===== config.mk =====
export PLATFORM = sky130hd
export DESIGN_NAME = train_traffic_control
export DESIGN_NICKNAME = d
export VERILOG_FILES = /design/src/rtl/train_traffic_control.sv
export SDC_FILE = /design/constraint.sdc
export NUM_CORES = 1
export LEC_CHECK = 0
export CAP_MARGIN = 20
export CORE_AREA = 5 5 42 44
export DETAILED_ROUTE_END_ITERATION = 8
export DIE_AREA = 0 0 47 49
export PLACE_DENSITY_LB_ADDON = 0.05
export REMOVE_ABC_BUFFERS = 1
export SLEW_MARGIN = 40
export SYNTH_ARGS = -nofsm -noshare
export SYNTH_HDL_FRONTEND = slang
export SYNTH_SLANG_ARGS = --single-unit
export TNS_END_PERCENT = 50

===== constraint.sdc =====
create_clock -name clk -period 4 [get_ports clk]
set_clock_uncertainty 0.05 [all_clocks]
set_input_delay 0.4 -clock clk [delete_from_list [all_inputs] [get_ports clk]]
set_output_delay 0.4 -clock clk [all_outputs]
set_load 0.05 [all_outputs]

===== src/rtl/train_traffic_control.sv =====
// Single-track section arbiter: round-robin grant of one of four trains, held until the
// granted train reports done or the occupancy timeout expires.
module train_traffic_control #(
    parameter int unsigned TIMEOUT_CYCLES = 5
) (
    input  logic       clk,
    input  logic       reset,
    input  logic [3:0] train_request,
    input  logic       train_done,
    output logic [2:0] grant
);

    localparam int unsigned    CntW    = $clog2(TIMEOUT_CYCLES) + 1;
    localparam logic [CntW-1:0] CntLast = CntW'(TIMEOUT_CYCLES - 1);

    // State encoding doubles as the grant code driven to the interlocking.
    typedef enum logic [2:0] {
        StIdle    = 3'd0,
        StGrantT1 = 3'd1,
        StGrantT2 = 3'd2,
        StGrantT3 = 3'd3,
        StGrantT4 = 3'd4
    } state_e;

    state_e          state_q, state_d;
    logic [CntW-1:0] cnt_q, cnt_d;
    logic [1:0]      last_q, last_d;

    logic            pick_valid;
    logic [1:0]      pick;
    logic [1:0]      idx;

    // Search starts at the train after the last one served and wraps around.
    always_comb begin
        pick_valid = 1'b0;
        pick       = last_q;
        idx        = last_q;
        for (int i = 1; i <= 4; i++) begin
            idx = last_q + 2'(i);
            if (!pick_valid && train_request[idx]) begin
                pick_valid = 1'b1;
                pick       = idx;
            end
        end
    end

    always_comb begin
        state_d = state_q;
        cnt_d   = cnt_q;
        last_d  = last_q;
        case (state_q)
            StIdle: begin
                cnt_d = '0;
                if (pick_valid) begin
                    state_d = state_e'({1'b0, pick} + 3'd1);
                    last_d  = pick;
                end
            end
            StGrantT1, StGrantT2, StGrantT3, StGrantT4: begin
                cnt_d = cnt_q + CntW'(1);
                if (train_done || (cnt_q == CntLast)) begin
                    state_d = StIdle;
                    cnt_d   = '0;
                end
            end
            default: begin
                state_d = StIdle;
                cnt_d   = '0;
            end
        endcase
    end

    always_ff @(posedge clk or negedge reset) begin
        if (!reset) begin
            state_q <= StIdle;
            cnt_q   <= '0;
            last_q  <= 2'd3;
        end else begin
            state_q <= state_d;
            cnt_q   <= cnt_d;
            last_q  <= last_d;
        end
    end

    assign grant = state_q;

endmodule


# After elaboration in Yosys (flattened, before gate mapping)
# Cells that the tools add are included.
[word_totals]
register_bits = 9
latchBits = 0
ram_bits = 0
mem_bits_ro = 0
input_bits = 7
out_inout_bits = 3
word_cells = 51
mem_count = 0
[classes]
addsub = 5
mul = 0
div = 0
magnitude_cmp = 4
eq_ne = 7
shift = 0
muxes = 21
bitwise_logic = 0
n_reduce_logical = 11
[ops]
columns = ["op", "count"]
rows = [
  ["< comparator 2 x 3 -> 1 bit, second input constant", 4],
  ["binary-select mux 1 bit (select 2 bit)", 4],
  ["2-to-1 mux 1 bit", 8],
  ["2-to-1 mux 2 bit", 4],
  ["2-to-1 mux 4 bit", 2],
  ["equality test 3 x 2 -> 1 bit, second input constant", 2],
  ["2-to-1 mux 3 bit", 2],
  ["one-hot mux 3 bit (2 select lines)", 1],
  ["adder 2 bit, second input constant", 2],
  ["adder 4 x 1 -> 4 bit, second input constant", 1],
  ["equality test 4 x 3 -> 1 bit, second input constant", 1],
  ["inequality test 2 bit, second input constant", 2],
  ["AND reduction 2 bit", 2],
  ["OR reduction 4 bit", 1],
  ["adder 2 x 1 -> 3 bit, second input constant", 1],
  ["equality test 3 x 1 -> 1 bit, second input constant", 1],
  ["equality test 3 bit, second input constant", 1],
  ["logical AND 1 bit", 3],
  ["logical NOT 1 bit", 3],
  ["logical NOT 3 bit", 1],
  ["adder 2 x 1 -> 2 bit, second input constant", 1],
  ["logical OR 1 bit", 1],
]

# Logic depth before layout (Yosys ltp)
[logic_depth]
word_depth = 16
mapped_depth = 6
mapped_depth_nobuf = 6

# Least setup slack after synthesis
# OpenSTA, ideal clock, no wires.
[synth_timing]
kind = "reg-to-reg"
from = "register last_q[0]"
to = "register state_q[1] (netlist: grant[1])"
setup_time_ns = 0.145
arrival_ns = 1.305
t_required_ns = 3.805
slack_ns = 2.500
path_stages_with_launch = 6
path_buffers = 0
period_less_slack_ns = 1.500
path_cell_list = "dfstp_2 nor2b_1 o31ai_1 ha_1 a32oi_1 nor2_1"
[synth_via]
elab_chain_cells = 16
word_cells_on_any_way = 30
classes_between = "add/sub (4); eq/ne (1); mux (18); reduce/logical (7)"
[synth_rtl]
columns = ["element", "line", "source"]
rows = [
  ["from (decl)", "27", "logic [1:0] last_q, last_d;"],
  ["from (signal assigned)", "81", "last_q <= last_d;"],
  ["adder 2 x 1 -> 2 bit", "39", "idx = last_q + 2'(i);"],
  ["binary-select mux 1 bit (select 2 bit)", "40", "if (!pick_valid && train_request[idx]) begin"],
  ["2-to-1 mux 1 bit (implied by the code)", "40", ""],
  ["2-to-1 mux 1 bit", "40", ""],
  ["logical NOT 1 bit", "40", ""],
  ["logical AND 1 bit", "40", ""],
  ["2-to-1 mux 1 bit", "40", ""],
  ["logical NOT 1 bit", "40", ""],
  ["logical AND 1 bit", "40", ""],
  ["2-to-1 mux 1 bit", "40", ""],
  ["logical NOT 1 bit", "40", ""],
  ["logical AND 1 bit", "40", ""],
  ["2-to-1 mux 2 bit *", "40", ""],
  ["via pick[1]", "30", "logic [1:0] pick;"],
  ["adder 2 x 1 -> 3 bit *", "55", "state_d = state_e'({1'b0, pick} + 3'd1);"],
  ["2-to-1 mux 3 bit *", "54", "if (pick_valid) begin"],
  ["one-hot mux 3 bit (2 select lines) *", "51", "case (state_q)"],
  ["to (signal assigned)", "75", "state_q <= StIdle;"],
  ["to (signal assigned)", "79", "state_q <= state_d;"],
  ["to (decl)", "25", "state_e state_q, state_d;"],
]
# The timed path passes the listed nets; every way through them passes the cells marked *. The select of a mux whose other input is x is not followed.
# A chain may end at the register's enable or synchronous reset.

# Worst setup path in the final report
[layout_timing]
from = "register state_q[2] (netlist: grant[2])"
to = "output port grant[2]"
[layout_rtl]
columns = ["element", "line", "source"]
rows = [
  ["to (decl)", "10", "output logic [2:0] grant"],
]
# No word-level cell between the ends.

==> results.md <==
- CP bufs+invs: 1
- Router iterations before antenna repair: 4
- Cells after Synth: 49
- Post-synthesis mux area share: 4.52%
- Avg Cell Area, Syn: 10.2 sq um
- Synth top area cells: dfrtp_1, dfstp_2, ha_1
- Final design utilization: 45.3%
- ANT nets after route: 0
- Final WL: 992 um
- Hold WC Path Type: in -> async
- Setup crit start: grant[2]
- Wire per inst: 12.7 um
- Area share of xor/xnor cells in the synthesized design: 5.28%
- CTS buffer count: 3
- Crit end category: output pin
- Post-route minimum period: 2.01 ns
- Seq/Total Area, Yosys: 45.7%
- CTS tree: yes
- CP startpoint kind: flop
- Post-synth top area share: 35.2%
- Root buffer cell: clkbuf_4
- Fill cell count: 141
- Grt total ovfl: 0
- Most common cell after layout, fill and taps aside: clkdlybuf4s50_1
- Via count: 396
- Multi-input logic area: 255 sq um
- Reg-to-reg slack, setup: 2.39 ns
- Final net count: 73
- Status: complete, no violations
- CP Data Arrival Time: 1.56 ns
- # Max-Cap Violations: 0
- RSZ-0062 raised after global routing: false
- Overall Global Routing Usage: 10.7%
- Worst vdd ir: 440 uV
- Data required, critical path: 3.55 ns
- Slew Viols, Final: 0
- Die X-Extent: 47 um
- ANT cells: 0
- Vias in the first global route: 451
- Worst reg2reg path endpoint: grant[1]
- Clock sinks: 9
- Hold-fix buffers, CTS: 0
- Slew @ Worst Pin: 0.498 ns
- Largest family of logic cells by synthesized area: simple AND/OR/NAND/NOR gates
- CP Cell Sequence: clkdlybuf4s50_1
- P&R area growth vs syn: 27.4%
- Clock transition at path regs: 0.06 ns
- Crit path max fanout: 6
- # H-tree levels: 1
- Final setup TNS: 0 ns
- Worst path max stage delay: 0.84 ns
- Layout cells sized above 1: 16.1%
- Row count: 14
- Total core area: 1400 sq um
- Register area: 228 sq um
- Antenna violations before repair: 0
- Initial Util: 35.5%
- Largest net degree at the start of global routing: 10
- Final Setup Violations: 0
- Drt drc: 0
- Post-CTS sizing: 0
- Setup CP Type: reg -> out
- Max Fclk: 0.497 GHz
- Synth area leader: dfrtp_1
- PwrDens: 734 nW/um^2
- I/O Buffers: 9
- Cell at the slowest stage of the critical path: clkdlybuf4s50_1
- Initial DRC Count: 5
- Worst-skew pair later-pin latency: 0.26 ns
- Via density: 5.08
- Post-synthesis simple-gate area fraction: 17.6%
- Final Cycle Share: 50.3%
- Worst hold slack: 0.382 ns
- Compound-Gate Fraction of Synth Area: 16.3%
- Fin. Hold Viols: 0
- Leading cell types in the layout, fill and taps excluded: clkdlybuf4s50_1, nor2_1, dfrtp_1
- RR Startpoint: last_q[0]
- P_leak: 0.000267 uW
- Maximum buffer depth of the clock tree: 2
- Post-DP HPWL: 825 um
- Post-CTS setup buffers: 0
- Post-Synth Adder-Cell Area: 7.54%
- Count of yosys warnings during synthesis: 0
- Top Ports: 10
- Yosys cell types: 23
- First-pass GRT wire length: 1.79 mm
- Slew margin rel.: 66.7%
- Worst R2R Path Depth: 5
- Placer Congestion: 0.845
- Kind of cell adding the most delay to the critical path: buffers and inverters
- Synth Cell Area: 498 sq um
- Die extent in y: 49 um
- FF+latch count, synth: 9
- Die area: 2300 sq um
[per-layer routing]
layer	routed length, um	track usage [%]	vias to the layer above	part of all wire [%]
li1	-	-	194	-
met1	369	11.5	189	37
met2	530	17.9	9	53
met3	63	3.32	4	6.4
met4	28	5.53	0	2.8
met5	0	0	-	0
[synthesized netlist by cell type (all sizes together)]
cell type  number
nor2b           3
a22oi           1
nand2           3
and3            1
nand3b          2
dfstp           2
dfrtp           7
inv             4
nor2            7
a21oi           2
nor3            1
nand3           1
o31ai           1
xnor2           3
mux2            2
o21ai           3
a31oi           1
a32oi           1
o211ai          1
ha              3
[sequential cells by signal (all words and copies together), names as in the netlist]
name    cells
cnt_q       4
grant       3
last_q      2
[final cells by class]
| cell class | count | area share, % |
|---|---|---|
| inverters | 4 | 2.37 |
| well taps | 16 | 3.16 |
| flip-flops and latches | 9 | 35.9 |
| multi-input cells | 36 | 40.2 |
| clock buffers | 4 | 4.14 |
| repair buffers | 9 | 14.2 |
[kinds of logic after synthesis]
group                    count (synthesis)
AND/OR/NAND/NOR                         18
AO/OA/AOI/OAI                           10
flip-flops                               9
buffers and inverters                    4
XOR/XNOR                                 3
adder cells (fa/ha/maj)                  3
multiplexers                             2
[power by group]
group          total [uW]  switching [uW]  internal, uW
logic                 227             131          96.1
registers             170            37.5           132
clock network        69.0            30.6          38.4
total                 466             199           267
[stage by stage]
stage,total power [uW],cells,instance area [sq um],setup slack [ns]
after CTS,474,78,634,1.97
after detailed placement,402,74,608,1.95
final,466,78,634,1.99
after global placement,390,74,608,2.03
after floorplan,330,49,498,2.50
after global routing,503,78,634,1.92
[worst max path at each step]
| stage | to | cells after the start |
|---|---|---|
| 5_1_grt | grant[2] | 1 |
| 3_5_place_dp | grant[1] | 7 |
| 4_1_cts | grant[2] | 1 |
| 2_1_floorplan | grant[1] | 5 |
| 3_3_place_gp | grant[1] | 6 |
| 6_report | grant[2] | 1 |
Power figures use the tool's default switching activity.
